$ cat src/rtl/sdr_proto_pkg.sv
// Shared definitions for the port-1024 management reply path:
// type codes, port number, FSM states and payload field layout.
package sdr_proto_pkg;

  // Reply type byte values
  localparam logic [7:0] REPLY_DISC_IDLE  = 8'd2;
  localparam logic [7:0] REPLY_DISC_RUN   = 8'd3;
  localparam logic [7:0] REPLY_ERASE_DONE = 8'd4;
  localparam logic [7:0] REPLY_SEND_MORE  = 8'd5;

  // UDP management port
  localparam logic [15:0] MGMT_PORT = 16'd1024;

  // Reply sender states
  typedef enum logic [1:0] {
    ST_IDLE,
    ST_REQ,
    ST_SEND,
    ST_DONE
  } reply_state_t;

  // Payload byte offsets
  localparam int OFF_SEQ   = 0;   // 4 bytes, MSB first
  localparam int OFF_TYPE  = 4;
  localparam int OFF_MAC   = 5;   // 6 bytes, MSB first
  localparam int OFF_BOARD = 11;
  localparam int OFF_PROTO = 12;
  localparam int OFF_CODE  = 13;
  localparam int OFF_PAD   = 14;  // zero fill from here to the end

  // Field snapshot taken at arbitration
  typedef struct packed {
    logic [31:0] seq;
    logic [47:0] mac;
    logic [7:0]  board_id;
    logic [7:0]  code_version;
  } reply_fields_t;

  function automatic logic is_discovery(input logic [7:0] t);
    return (t == REPLY_DISC_IDLE) || (t == REPLY_DISC_RUN);
  endfunction

endpackage

$ cat src/rtl/sdr_reply_mux.sv
// Combinational payload byte selector: maps the latched reply type,
// field snapshot and byte index onto the outgoing payload byte.
import sdr_proto_pkg::*;

module sdr_reply_mux #(
  parameter int         PAYLOAD_LEN = 60,
  parameter int         IDX_W       = 6,
  parameter logic [7:0] PROTO_VER   = 8'h26
) (
  input  logic [7:0]       type_i,
  input  reply_fields_t    fields_i,
  input  logic [IDX_W-1:0] idx_i,
  output logic [7:0]       byte_o
);

  logic [7:0] payload [PAYLOAD_LEN];

  // Every payload position is wired to a fixed field slice or zero
  for (genvar gi = 0; gi < PAYLOAD_LEN; gi++) begin : g_byte
    if (gi < OFF_TYPE) begin : g_seq
      assign payload[gi] = fields_i.seq[8*(OFF_TYPE-1-gi) +: 8];
    end else if (gi == OFF_TYPE) begin : g_type
      assign payload[gi] = type_i;
    end else if (gi < OFF_BOARD) begin : g_mac
      assign payload[gi] = fields_i.mac[8*(OFF_BOARD-1-gi) +: 8];
    end else if (gi == OFF_BOARD) begin : g_board
      assign payload[gi] = fields_i.board_id;
    end else if (gi == OFF_PROTO) begin : g_proto
      assign payload[gi] = PROTO_VER;
    end else if (gi == OFF_CODE) begin : g_code
      assign payload[gi] = fields_i.code_version;
    end else begin : g_pad
      assign payload[gi] = 8'h00;
    end
  end

  // Out-of-range indices read as zero
  always_comb begin
    byte_o = 8'h00;
    if (idx_i < IDX_W'(PAYLOAD_LEN)) begin
      byte_o = payload[idx_i];
    end
  end

endmodule

$ cat src/rtl/sdr_reply_send.sv
// Management reply sender: captures discovery / erase-done / send-more
// requests, arbitrates them, and streams one fixed-length payload per
// request through the UDP transmit request/grant byte handshake.
import sdr_proto_pkg::*;

module sdr_reply_send #(
  parameter int         PAYLOAD_LEN   = 60,
  parameter int         GRANT_TIMEOUT = 1000000,
  parameter logic [7:0] PROTO_VER     = 8'h26
) (
  input  logic        tx_clock,
  input  logic        reset_n,
  input  logic        discovery_reply,
  input  logic        erase_done,
  input  logic        send_more,
  input  logic        running,
  input  logic [47:0] local_mac,
  input  logic [7:0]  board_id,
  input  logic [7:0]  code_version,
  input  logic [31:0] sequence_number,
  output logic        discovery_ACK,
  output logic        sending_sync,
  output logic        udp_tx_request,
  output logic [15:0] udp_tx_length,
  input  logic        udp_tx_enable,
  output logic [7:0]  udp_tx_data,
  output logic [7:0]  drop_count
);

  localparam int IDX_W  = $clog2(PAYLOAD_LEN);
  localparam int WAIT_W = $clog2(GRANT_TIMEOUT);

  reply_state_t      state_q, state_d;
  logic [IDX_W-1:0]  idx_q, idx_d;
  logic [WAIT_W-1:0] wait_q, wait_d;
  logic [7:0]        type_q, type_d;
  reply_fields_t     fields_q, fields_d;
  logic [7:0]        drop_q, drop_d;
  logic              disc_prev_q, disc_prev_d;
  logic              disc_pend_q, disc_pend_d;
  logic              erase_pend_q, erase_pend_d;
  logic              more_pend_q, more_pend_d;
  logic              ack_q, ack_d;
  logic              sync_q, sync_d;

  logic       take_disc, take_erase, take_more;
  logic       active, disc_edge;
  logic [7:0] mux_byte;

  assign active    = (state_q == ST_REQ) || (state_q == ST_SEND);
  assign disc_edge = discovery_reply & ~disc_prev_q;

  // State and request registers; reset abandons everything in flight
  always_ff @(posedge tx_clock or negedge reset_n) begin
    if (!reset_n) begin
      state_q      <= ST_IDLE;
      idx_q        <= '0;
      wait_q       <= '0;
      type_q       <= '0;
      fields_q     <= '0;
      drop_q       <= '0;
      disc_prev_q  <= 1'b0;
      disc_pend_q  <= 1'b0;
      erase_pend_q <= 1'b0;
      more_pend_q  <= 1'b0;
      ack_q        <= 1'b0;
      sync_q       <= 1'b0;
    end else begin
      state_q      <= state_d;
      idx_q        <= idx_d;
      wait_q       <= wait_d;
      type_q       <= type_d;
      fields_q     <= fields_d;
      drop_q       <= drop_d;
      disc_prev_q  <= disc_prev_d;
      disc_pend_q  <= disc_pend_d;
      erase_pend_q <= erase_pend_d;
      more_pend_q  <= more_pend_d;
      ack_q        <= ack_d;
      sync_q       <= sync_d;
    end
  end

  // Arbitration, handshake sequencing and pending-flag bookkeeping
  always_comb begin
    state_d    = state_q;
    idx_d      = idx_q;
    wait_d     = wait_q;
    type_d     = type_q;
    fields_d   = fields_q;
    drop_d     = drop_q;
    take_disc  = 1'b0;
    take_erase = 1'b0;
    take_more  = 1'b0;

    unique case (state_q)
      ST_IDLE: begin
        if (disc_pend_q) begin
          take_disc = 1'b1;
          type_d    = running ? REPLY_DISC_RUN : REPLY_DISC_IDLE;
        end else if (erase_pend_q) begin
          take_erase = 1'b1;
          type_d     = REPLY_ERASE_DONE;
        end else if (more_pend_q) begin
          take_more = 1'b1;
          type_d    = REPLY_SEND_MORE;
        end
        if (disc_pend_q || erase_pend_q || more_pend_q) begin
          state_d               = ST_REQ;
          idx_d                 = '0;
          wait_d                = '0;
          // Sequence number only belongs in send-more replies
          fields_d.seq          = take_more ? sequence_number : 32'h0;
          fields_d.mac          = local_mac;
          fields_d.board_id     = board_id;
          fields_d.code_version = code_version;
        end
      end
      ST_REQ: begin
        if (udp_tx_enable) begin
          // First grant cycle consumes byte 0
          idx_d   = idx_q + 1'b1;
          state_d = ST_SEND;
        end else if (wait_q == WAIT_W'(GRANT_TIMEOUT - 1)) begin
          state_d = ST_IDLE;
          if (drop_q != 8'hFF) begin
            drop_d = drop_q + 8'd1;
          end
        end else begin
          wait_d = wait_q + 1'b1;
        end
      end
      ST_SEND: begin
        if (udp_tx_enable) begin
          if (idx_q == IDX_W'(PAYLOAD_LEN - 1)) begin
            idx_d   = '0;
            state_d = ST_DONE;
          end else begin
            idx_d = idx_q + 1'b1;
          end
        end
      end
      ST_DONE: begin
        state_d = ST_IDLE;
      end
      default: begin
        state_d = ST_IDLE;
      end
    endcase

    // New requests merge into an identical one already pending or in flight
    disc_prev_d  = discovery_reply;
    disc_pend_d  = (disc_pend_q & ~take_disc) |
                   (disc_edge & ~(disc_pend_q | (active & is_discovery(type_q))));
    erase_pend_d = (erase_pend_q & ~take_erase) |
                   (erase_done & ~(erase_pend_q | (active & (type_q == REPLY_ERASE_DONE))));
    more_pend_d  = (more_pend_q & ~take_more) |
                   (send_more & ~(more_pend_q | (active & (type_q == REPLY_SEND_MORE))));

    ack_d  = disc_edge;
    sync_d = disc_pend_d |
             (is_discovery(type_d) && ((state_d == ST_REQ) || (state_d == ST_SEND)));
  end

  sdr_reply_mux #(
    .PAYLOAD_LEN (PAYLOAD_LEN),
    .IDX_W       (IDX_W),
    .PROTO_VER   (PROTO_VER)
  ) u_mux (
    .type_i   (type_q),
    .fields_i (fields_q),
    .idx_i    (idx_q),
    .byte_o   (mux_byte)
  );

  assign discovery_ACK  = ack_q;
  assign sending_sync   = sync_q;
  assign udp_tx_request = active;
  assign udp_tx_length  = 16'(PAYLOAD_LEN);
  assign udp_tx_data    = active ? mux_byte : 8'h00;
  assign drop_count     = drop_q;

endmodule

$ cat config.mk
export PLATFORM = sky130hd
export DESIGN_NAME = sdr_reply_send
export DESIGN_NICKNAME = d
export VERILOG_FILES = /design/src/rtl/sdr_proto_pkg.sv /design/src/rtl/sdr_reply_mux.sv /design/src/rtl/sdr_reply_send.sv
export SDC_FILE = /design/constraint.sdc
export NUM_CORES = 1
export LEC_CHECK = 0
export ABC_CLOCK_PERIOD_IN_PS = 4400
export BUFFER_PORTS_ARGS = -buffer_cell sky130_fd_sc_hd__clkbuf_2
export CAP_MARGIN = 5
export CORE_MARGIN = 4
export CORE_UTILIZATION = 45
export DETAILED_ROUTE_END_ITERATION = 10
export PLACE_DENSITY = 0.67
export SYNTH_ARGS = -nofsm -noshare
export SYNTH_HDL_FRONTEND = slang
export SYNTH_SLANG_ARGS = --single-unit
$ cat constraint.sdc
create_clock -name tx_clock -period 4.4 [get_ports tx_clock]
set_input_delay 0.22 -clock tx_clock [delete_from_list [all_inputs] [get_ports tx_clock]]
set_output_delay 0.22 -clock tx_clock [all_outputs]
set_load 0.01 [all_outputs]
==> flow_summary.yaml, run 1 <==
layout:
  fin_nets: 808
  multiInputGateArea_sq_um: 3230
  seq_area_sq_um: 3650
  fillers: 1296
  layout-drive-gt1-share: 0.366
  diodes: 0
  syn2layout_area_growth_pct: 20.0
synthesis:
  synth.avg_cell_area_sq_um: 12.4
  synth_top_family_by_area: "multiplexers"
  yosys_warnings: 0
  ys_types: 54
  synthArstFlopShare: 1.00
  synth_simple_gate_area_frac: 0.110
  netlist.top_cell.by_area: "dfrtp_1"
  synthMuxAreaShare: 0.191
  syn_inst: 575
  netlist_top_cells_area: "dfrtp_1, mux2_2, mux4_2"
  yosys_most_used_dff: "dfrtp_1"
  seq_area_frac_synth: 0.513
  synth_edf_count: 0
  synth_compound_area_frac: 0.121
  synth_top_area_frac: 0.513
  synth_fa_ha_area_frac: 0.0123
  ys_top_cells_by_count: "dfrtp_1, mux2_2, a22o_1, nand2_1, mux4_2"
  netlist_area_sq_um: 7120
  yosysMostFrequentCell: "dfrtp_1"
  synth_xor_area_frac: 0.00862
  ys_seq_elements: 146
routing:
  num_vias: 5131
  first_iter_violations: 387
  route.detailed.drc: 0
  wl_per_cell_um: 18.0
  via_per_inst: 5.58
  dr.pass1.iters: 5
  ant_nets: 0
  wl_um: 16600
worst_hold_path:
  hold-path-cell-count: 2
  worstHoldStart: "sequence_number[27]"
  hp-class: "in -> reg"
  hold_end: "fields_q[91]"
timing:
  fmax_ghz: 0.318
  grt_setup_unrepaired: "false"
  fin_crit_sh: 0.715
  relSlewSlack: 0.312
  min_period_ps: 3150
  fin_worst_skew_ps: 5.58
  layout_setup_ws_ps: 1250
  tightest_slew_ps: 1030
  setup-violations-final: 0
  fin_hold_ws_ps: 16.5
  fin_setup_tns_ps: 0
  maxSlewViolCount: 0
  hold_viol: 0
placed_design:
  hpwl_um: 11400
  io_buffers: 121
  place_worst_setup_slack_ps: 1570
  gp_congestion: 0.797
critical_path:
  crit_arrival_ps: 2930
  crit_chain: "buf_4 -> mux4_2 -> mux4_2 -> nor2b_1 -> clkbuf_2"
  r2r_end: "wait_q[19]"
  reg2reg_from: "state_q[0]"
  reg2regPathDepth: 7
  cp_common_cell: "mux4_2"
  max_stage_delay_ps: 1020
  cp_slowest_cell: "dfrtp_1"
  crit_fanout: 23
  end_kind: "output port"
  required_ps: 4180
  ff2ff_setup_slack_ps: 1540
  crit_type: "reg -> out"
  start_kind: "register"
clock_network:
  cts_tree: "yes"
  ctsResizeCount: 0
  clock-sinks: 146
  root_buffer: "clkbuf_16"
  insertion_delay_ps: 420
  h-tree-depth: 4
  clockBufferDepth: 2
  cts_buffers: 17
  clk_pin_slew_ps: 60
floorplanning:
  start_util: 0.463
  pin_count: 138
  die-area_sq_um: 17900
  rows: 45
  die_h_um: 134
  die_w_um: 134
  design.core.area_sq_um: 15400
pwr:
  ir_drop_mv: 0.497
  power.total_w: 0.00586
  powerDensity_nw_per_um2: 687
  p_leak_nw: 3.86
global_route:
  grt_usage: 0.192
  grt_pass1_wl_um: 27200
  grt_max_degree: 105
  antenna_found_initial: 0
  use_met1: 0.259
  overflow: 0
  use_met2: 0.303
  grt_pass1_vias: 5207
  grt.busiest_layer: "met2"
  use_met3: 0.0389
status:
  status: "complete, no violations"
job:
  cap_violations: 0
==> worst max-delay path: cells and delay by family, from the launching register on <==
family,cells,cell delay [ps]
AND/OR/NAND/NOR,1,160
buffers and inverters,2,490
flip-flops,1,1020
multiplexers,2,820
==> area by class of cell <==
| class | instances | area share |
|---|---|---|
| clock inverter | 10 | 0.0132 |
| clock buffer | 19 | 0.0519 |
| tap | 211 | 0.0309 |
| timing repair buffer | 139 | 0.0928 |
| inverter | 11 | 0.00484 |
| multi-input combinational | 383 | 0.378 |
| sequential | 146 | 0.428 |
==> registers in the layout, summed over array words and instances, names as in the netlist, 2 cells and up <==
signal	count
idx_q	6
wait_q	20
type_q	8
fields_q	96
state_q	2
drop_count	8
==> layout by cell type, fill, tap and decap left out, drive strengths merged, types with 15 or more instances in the layout <==
cell type and count:
a22o 35, conb 16, clkbuf 139, a21oi 24, dfrtp 146, mux4 27
mux2 67, nor2 15, nand3 16, nor2b 17, nand2 31, o21ai 18
==> power breakdown <==
part,switching [W],internal [W]
Sequential,0.000357,0.00184
Clock,0.000554,0.000837
Combinational,0.00113,0.00115
==> worst max-delay path by stage <==
| stage | to | slack, ps | startpoint |
|---|---|---|---|
| floorplan | wait_q[9] | 2170 | state_q[0] |
| global placement | udp_tx_data[1] | 1680 | idx_q[1] |
| detailed placement | wait_q[4] | 1570 | state_q[0] |
| CTS | udp_tx_data[1] | 1230 | idx_q[1] |
| global route | udp_tx_data[5] | 1130 | idx_q[0] |
| finish | udp_tx_data[1] | 1250 | idx_q[1] |
==> cell families (layout without fill, tap and decap cells) <==
logic type | Yosys count | count (layout)
buffers and inverters | 60 | 179
DFF | 146 | 146
other | 2 | 16
adders and majority gates | 7 | 7
AOI/OAI and AO/OA | 121 | 121
muxes | 94 | 94
xor gates and xnor gates | 7 | 7
and+or+nand+nor | 138 | 138
==> per-stage QoR <==
step,cells,instance area [sq um],util
2_1_floorplan,589,7170,-
3_3_place_gp,877,7850,0.511
3_5_place_dp,877,7850,0.511
4_1_cts,919,8540,0.555
5_1_grt,919,8540,0.555
6_report,919,8540,0.555
==> routing by layer <==
| metal | wire [um] | share of wire |
|---|---|---|
| met5 | 0 | 0 |
| met4 | 271 | 0.016 |
| met3 | 845 | 0.051 |
| met2 | 8040 | 0.49 |
| met1 | 7400 | 0.45 |
==> timing repair <==
| action | CTS | global route |
|---|---|---|
| setup buffers | 0 | 0 |
| hold buffers | 13 | 0 |
| endpoints found under the hold margin | 114 | 0 |
(Power assumes the default switching activity.)
==> run 2: changes to the inputs <==
- ABC_CLOCK_PERIOD_IN_PS: 4400 -> 2550
- PLACE_DENSITY: 0.67 -> 0.7
- clock period: 4.4 -> 2.55 ns (I/O delays scaled with it)
==> run 2 against run 1 <==
  * Register-to-register slack worse by 1400 ps
  * Clock-buffer cell count is 1 higher
  * Cell area is 14% higher
  * Clock skew is 1.0 ps higher
  * Clock power is 83% higher
  * Die area stayed put
  * First-iteration DRC count is 19% lower
  * Via count is 9.6% higher
  * Highest routed layer unchanged
==> flow_summary.yaml, run 2 (synthesis gave the netlist of run 1 again) <==
status:
  status: "complete, no violations"
timing:
  tightest_slew_ps: 751
  maxSlewViolCount: 0
  setup-violations-final: 0
  min_period_ps: 2500
  layout_setup_ws_ps: 51.4
  fin_crit_sh: 0.980
  relSlewSlack: 0.499
  grt_setup_unrepaired: "true"
  fin_hold_ws_ps: 249
  fin_worst_skew_ps: 6.59
  hold_viol: 0
  fmax_ghz: 0.400
floorplanning:
  design.core.area_sq_um: 15400
  start_util: 0.463
  rows: 45
  die_w_um: 134
  die_h_um: 134
  pin_count: 138
  die-area_sq_um: 17900
critical_path:
  crit_fanout: 26
  crit_arrival_ps: 2370
  r2r_end: "wait_q[5]"
  crit_type: "reg -> out"
  ff2ff_setup_slack_ps: 190
  required_ps: 2420
  crit_path_end: "udp_tx_data[1]"
  end_kind: "output port"
  reg2reg_from: "state_q[0]"
  crit_path_start: "idx_q[1]"
  reg2regPathDepth: 8
  start_kind: "register"
layout:
  fin_nets: 919
  stdcell_count: 1034
  largest-register: "fields_q"
  fillers: 1143
  mostFrequentLayoutCell: "dfrtp_1"
  syn2layout_area_growth_pct: 36.4
  final_cell_mix: "dfrtp_1, clkbuf_2, dlygate4sd3_1, mux2_2, a22o_1"
  postLayoutCellArea_sq_um: 9710
  largest_reg_flops: 96
  layout-drive-gt1-share: 0.345
  reg_top3: "fields_q x96, wait_q x20"
placed_design:
  placed_area_sq_um: 8030
  place_worst_setup_slack_ps: 112
  hpwl_um: 11800
  place_inst: 894
  gp_congestion: 0.805
  io_buffers: 121
global_route:
  antenna_found_initial: 2
  grt_usage: 0.218
  grt_max_degree: 79
  overflow: 0
  grt_pass1_vias: 5992
  grt_pass1_wl_um: 31000
routing:
  dr.pass1.iters: 4
  ant_nets: 0
  num_vias: 5626
  first_iter_violations: 315
  route.detailed.drc: 0
  wl_um: 18900
  wl_per_cell_um: 18.3
  via_per_inst: 5.44
pwr:
  p_leak_nw: 4.39
  powerDensity_nw_per_um2: 1100
  ir_drop_mv: 0.631
worst_hold_path:
  worstHoldStart: "udp_tx_enable"
  hp-class: "in -> reg"
job:
  cap_violations: 0
clock_network:
  cts_buffers: 17
  h-tree-depth: 4
  clk_pin_slew_ps: 60
  clock-sinks: 146
  cts_tree: "yes"
  clockBufferDepth: 2
  root_buffer: "clkbuf_16"
  insertion_delay_ps: 410
## run 2: cell types whose count changed in the layout (fill, tap and decap cells not counted), moves of 2 or more
| cell | previous run | this run |
|---|---|---|
| dlygate4sd3_1 | 13 | 101 |
| clkinv_4 | 1 | 3 |
| buf_12 | 1 | 5 |
| buf_4 | 4 | 21 |
| buf_6 | 1 | 3 |
## run 2: through the flow
stage	utilization	power [W]	setup TNS (ps)
global placement	0.522	0.00772	0
detailed placement	0.522	0.00791	0
CTS	0.627	0.0106	0
global route	0.632	0.0113	-28.7
finish	0.632	0.0107	0
floorplan	-	0.00669	0
## run 2: what timing repair did
action | CTS | global route
buffers inserted | 0 | 6
hold buffers | 101 | 0
endpoints found under the setup margin | 0 | 10
gates resized for setup | 0 | 3
hold endpoints to repair | 176 | 0
## run 2: power by group
group          switching, W  leakage [nW]  internal [W]
clock              0.000973         0.292       0.00157
combinational       0.00222          2.25       0.00225
sequential         0.000499          1.85       0.00318
## run 2: final cells by class
type | instances | area (sq um) | share of cell area
multi-input combinational | 383 | 3240 | 0.333
antenna | 1 | 2.50 | 0.000258
inverter | 11 | 41.3 | 0.00425
tap | 211 | 264 | 0.0272
sequential | 146 | 3650 | 0.377
clock inverter | 12 | 158 | 0.0162
clock buffer | 20 | 447 | 0.0460
timing repair buffer | 250 | 1900 | 0.196
## run 2: worst max-delay path: stages (launching register included)
cell and delay, ps:
dfrtp_1 530, buf_12 240, mux4_2 380, mux4_2 480, nor2b_1 160, clkbuf_2 140
## run 2: worst min path at each step
stage                     cells after the start           to
after global routing                          5   state_q[1]
after detailed placement                      1   wait_q[14]
after floorplan                               0  disc_pend_q
final                                         5   state_q[1]
after CTS                                     5   state_q[1]
after global placement                        1   wait_q[15]
## run 2: metal layers
layer	vias up	wire, um	global-route usage
met5	-	0	0
met4	0	410	0.0657
met3	33	1080	0.0608
met2	188	9630	0.370
met1	2800	7770	0.273
li1	2605	-	-
==> run 3: changes to the inputs <==
- ABC_AREA: default -> 1
- PLACE_DENSITY: 0.7 -> 0.69
==> run 3 against run 2 <==
  * Fmax up 1.5%
  * Critical path depth increased by 1
  * Setup slack gained 36 ps
  * Sequential share of layout area down 0.64 points
  * First-iteration DRC count grew 82%
  * Clock power increased by 2%
  * Clock skew grew 0.70 ps
  * Cell area is 1.7% higher
  * Hold slack got worse by 230 ps
  * Synthesized area is 5.2% higher
  * Critical endpoint unchanged
  * Largest power group unchanged
==> flow_summary.yaml, run 3 <==
floorplanning:
  rows: 46
  pin_count: 138
  die_w_um: 137
  die_h_um: 137
  start_util: 0.464
  design.core.area_sq_um: 16100
  die-area_sq_um: 18800
critical_path:
  cp_slowest_cell: "dfrtp_1"
  crit_arrival_ps: 2340
  crit_chain: "buf_4 -> o21ai_0 -> o221ai_1 -> nand3_1 -> a31oi_1 -> clkbuf_2"
  crit_type: "reg -> out"
  start_kind: "register"
  end_kind: "output port"
  max_stage_delay_ps: 580
  crit_fanout: 20
  required_ps: 2420
synthesis:
  netlist_area_sq_um: 7480
  ys_top_cells_by_count: "nand2_1, dfrtp_1, o21ai_0, nand3_1, inv_1"
  synth_top_area_frac: 0.488
  synth_edf_count: 0
  synth.avg_cell_area_sq_um: 7.88
  ys_types: 41
  yosys_warnings: 0
  yosys_most_used_dff: "dfrtp_1"
  syn_inst: 950
  netlist_top_cells_area: "dfrtp_1, nand2_1, o21ai_0"
  yosysMostFrequentCell: "nand2_1"
  seq_area_frac_synth: 0.488
  netlist.top_cell.by_area: "dfrtp_1"
  synthArstFlopShare: 1.00
  ys_seq_elements: 146
timing:
  setup-violations-final: 0
  fin_worst_skew_ps: 7.29
  fin_crit_sh: 0.966
  hold_viol: 0
  tightest_slew_ps: 630
  fin_hold_ws_ps: 15.8
  fmax_ghz: 0.406
  fin_setup_tns_ps: 0
  min_period_ps: 2460
  grt_setup_unrepaired: "false"
  maxSlewViolCount: 0
  relSlewSlack: 0.580
worst_hold_path:
  hp-class: "in -> reg"
layout:
  utilization: 0.613
  diodes: 0
  reg_top3: "fields_q x96, wait_q x20"
  largest-register: "fields_q"
  fillers: 1373
  mostFrequentLayoutCell: "nand2_1"
  syn2layout_area_growth_pct: 31.9
  final_cell_mix: "nand2_1, dfrtp_1, clkbuf_2, dlygate4sd3_1, o21ai_0"
  fin_nets: 1265
  layout-drive-gt1-share: 0.170
  postLayoutCellArea_sq_um: 9870
  largest_reg_flops: 96
clock_network:
  insertion_delay_ps: 420
  root_buffer: "clkbuf_16"
  clk_pin_slew_ps: 60
  clockBufferDepth: 2
  ctsResizeCount: 0
  cts_tree: "yes"
  cts_buffers: 17
  h-tree-depth: 4
  hold_buffers: 99
  cts_setup_buffers: 0
  clock-sinks: 146
global_route:
  overflow: 0
  grt_pass1_vias: 6937
  grt_pass1_wl_um: 34700
  antenna_found_initial: 0
  grt_max_degree: 68
  grt_usage: 0.236
placed_design:
  gp_congestion: 0.909
  hpwl_um: 13600
  placed_area_sq_um: 8270
  io_buffers: 121
pwr:
  combPwrFrac: 0.402
  clkPwrFrac: 0.252
  pwr-share-seq: 0.346
  ir_drop_mv: 0.652
  swShare: 0.416
  power.internal_w: 0.00600
  p_leak_nw: 4.80
  p_sw_w: 0.00427
  powerDensity_nw_per_um2: 1040
routing:
  wl_um: 21200
  first_iter_violations: 572
  via_per_inst: 5.17
  wl_per_cell_um: 15.3
  num_vias: 7152
  dr.pass1.iters: 5
  ant_nets: 0
  route.detailed.drc: 0
job:
  cap_violations: 0
status:
  status: "complete, no violations"
run 3: changes by cell type after synthesis, sizes merged, moves of 11 or more:
cell    previous run  this run
xor2               1        16
nand3             16        73
mux2              67         1
a211oi            11         0
a21oi             24        36
nor2b             17         0
and3              11         0
a22o              35         0
nand2             31       315
nor3               5        23
mux4              27         0
nor2              15        59
o21ai             18        81
inv               11        64
run 3: power by group through the flow:
stage	combinational [W]	sequential, W	clock, W
2_1_floorplan	0.00286	0.00343	0
3_3_place_gp	0.00388	0.00357	0
3_5_place_dp	0.00398	0.00357	0
4_1_cts	0.00411	0.00355	0.00262
5_1_grt	0.00467	0.00364	0.00273
6_report	0.00412	0.00356	0.00259
run 3: cells by family after synthesis:
family / Yosys count / share of synthesized area
buffers and inverters: 129 / 0.0758
flip-flops: 146 / 0.488
AND/OR/NAND/NOR: 488 / 0.281
other: 2 / 0.00100
XOR/XNOR: 20 / 0.0234
AO/OA/AOI/OAI: 157 / 0.117
multiplexers: 1 / 0.00150
adder cells (fa/ha/maj): 7 / 0.0117
run 3: metal layers:
metal  vias up  global-route usage  routed length (um)
li1       3484                   -                   -
met2       253               0.387               10400
met1      3376               0.306                8910
met5         -                   0                   0
met4         0              0.0843                 561
met3        39              0.0537                1340
run 3: per-stage QoR:
step,power [W],setup WS (ps),cells
2_1_floorplan,0.00629,831,964
3_3_place_gp,0.00745,466,1253
3_5_place_dp,0.00755,366,1253
4_1_cts,0.0103,171,1384
5_1_grt,0.0110,1.82,1384
6_report,0.0103,87.1,1384
run 3: worst max-delay path: cells and delay by family, from the launching register on:
family	cells	cell delay, ps
and+or+nand+nor	1	130
DFF	1	580
buffers and inverters	2	520
AOI/OAI and AO/OA	3	680
run 3: cell type report:
class                           count  area, sq um  share of cell area
Sequential cell                   146         3650               0.370
Multi-Input combinational cell    689         3320               0.337
Timing Repair Buffer              236         1770               0.180
Clock buffer                       18          429              0.0435
Tap cell                          216          270              0.0274
Inverter                           65          244              0.0247
Clock inverter                     14          179              0.0181
run 3: path summary, 6_finish.rpt:
kind                             endpoint  cells after the start   startpoint  slack (ps)
max                        udp_tx_data[1]                      6     idx_q[1]          90
min reg2reg                 discovery_ACK                      1  disc_prev_q         410
min in group asynchronous    fields_q[82]                      2      reset_n         280
max in group asynchronous    fields_q[41]                      3      reset_n        1540
min                          erase_pend_q                      3   erase_done          20
max reg2reg                      idx_q[4]                      8   state_q[1]         340
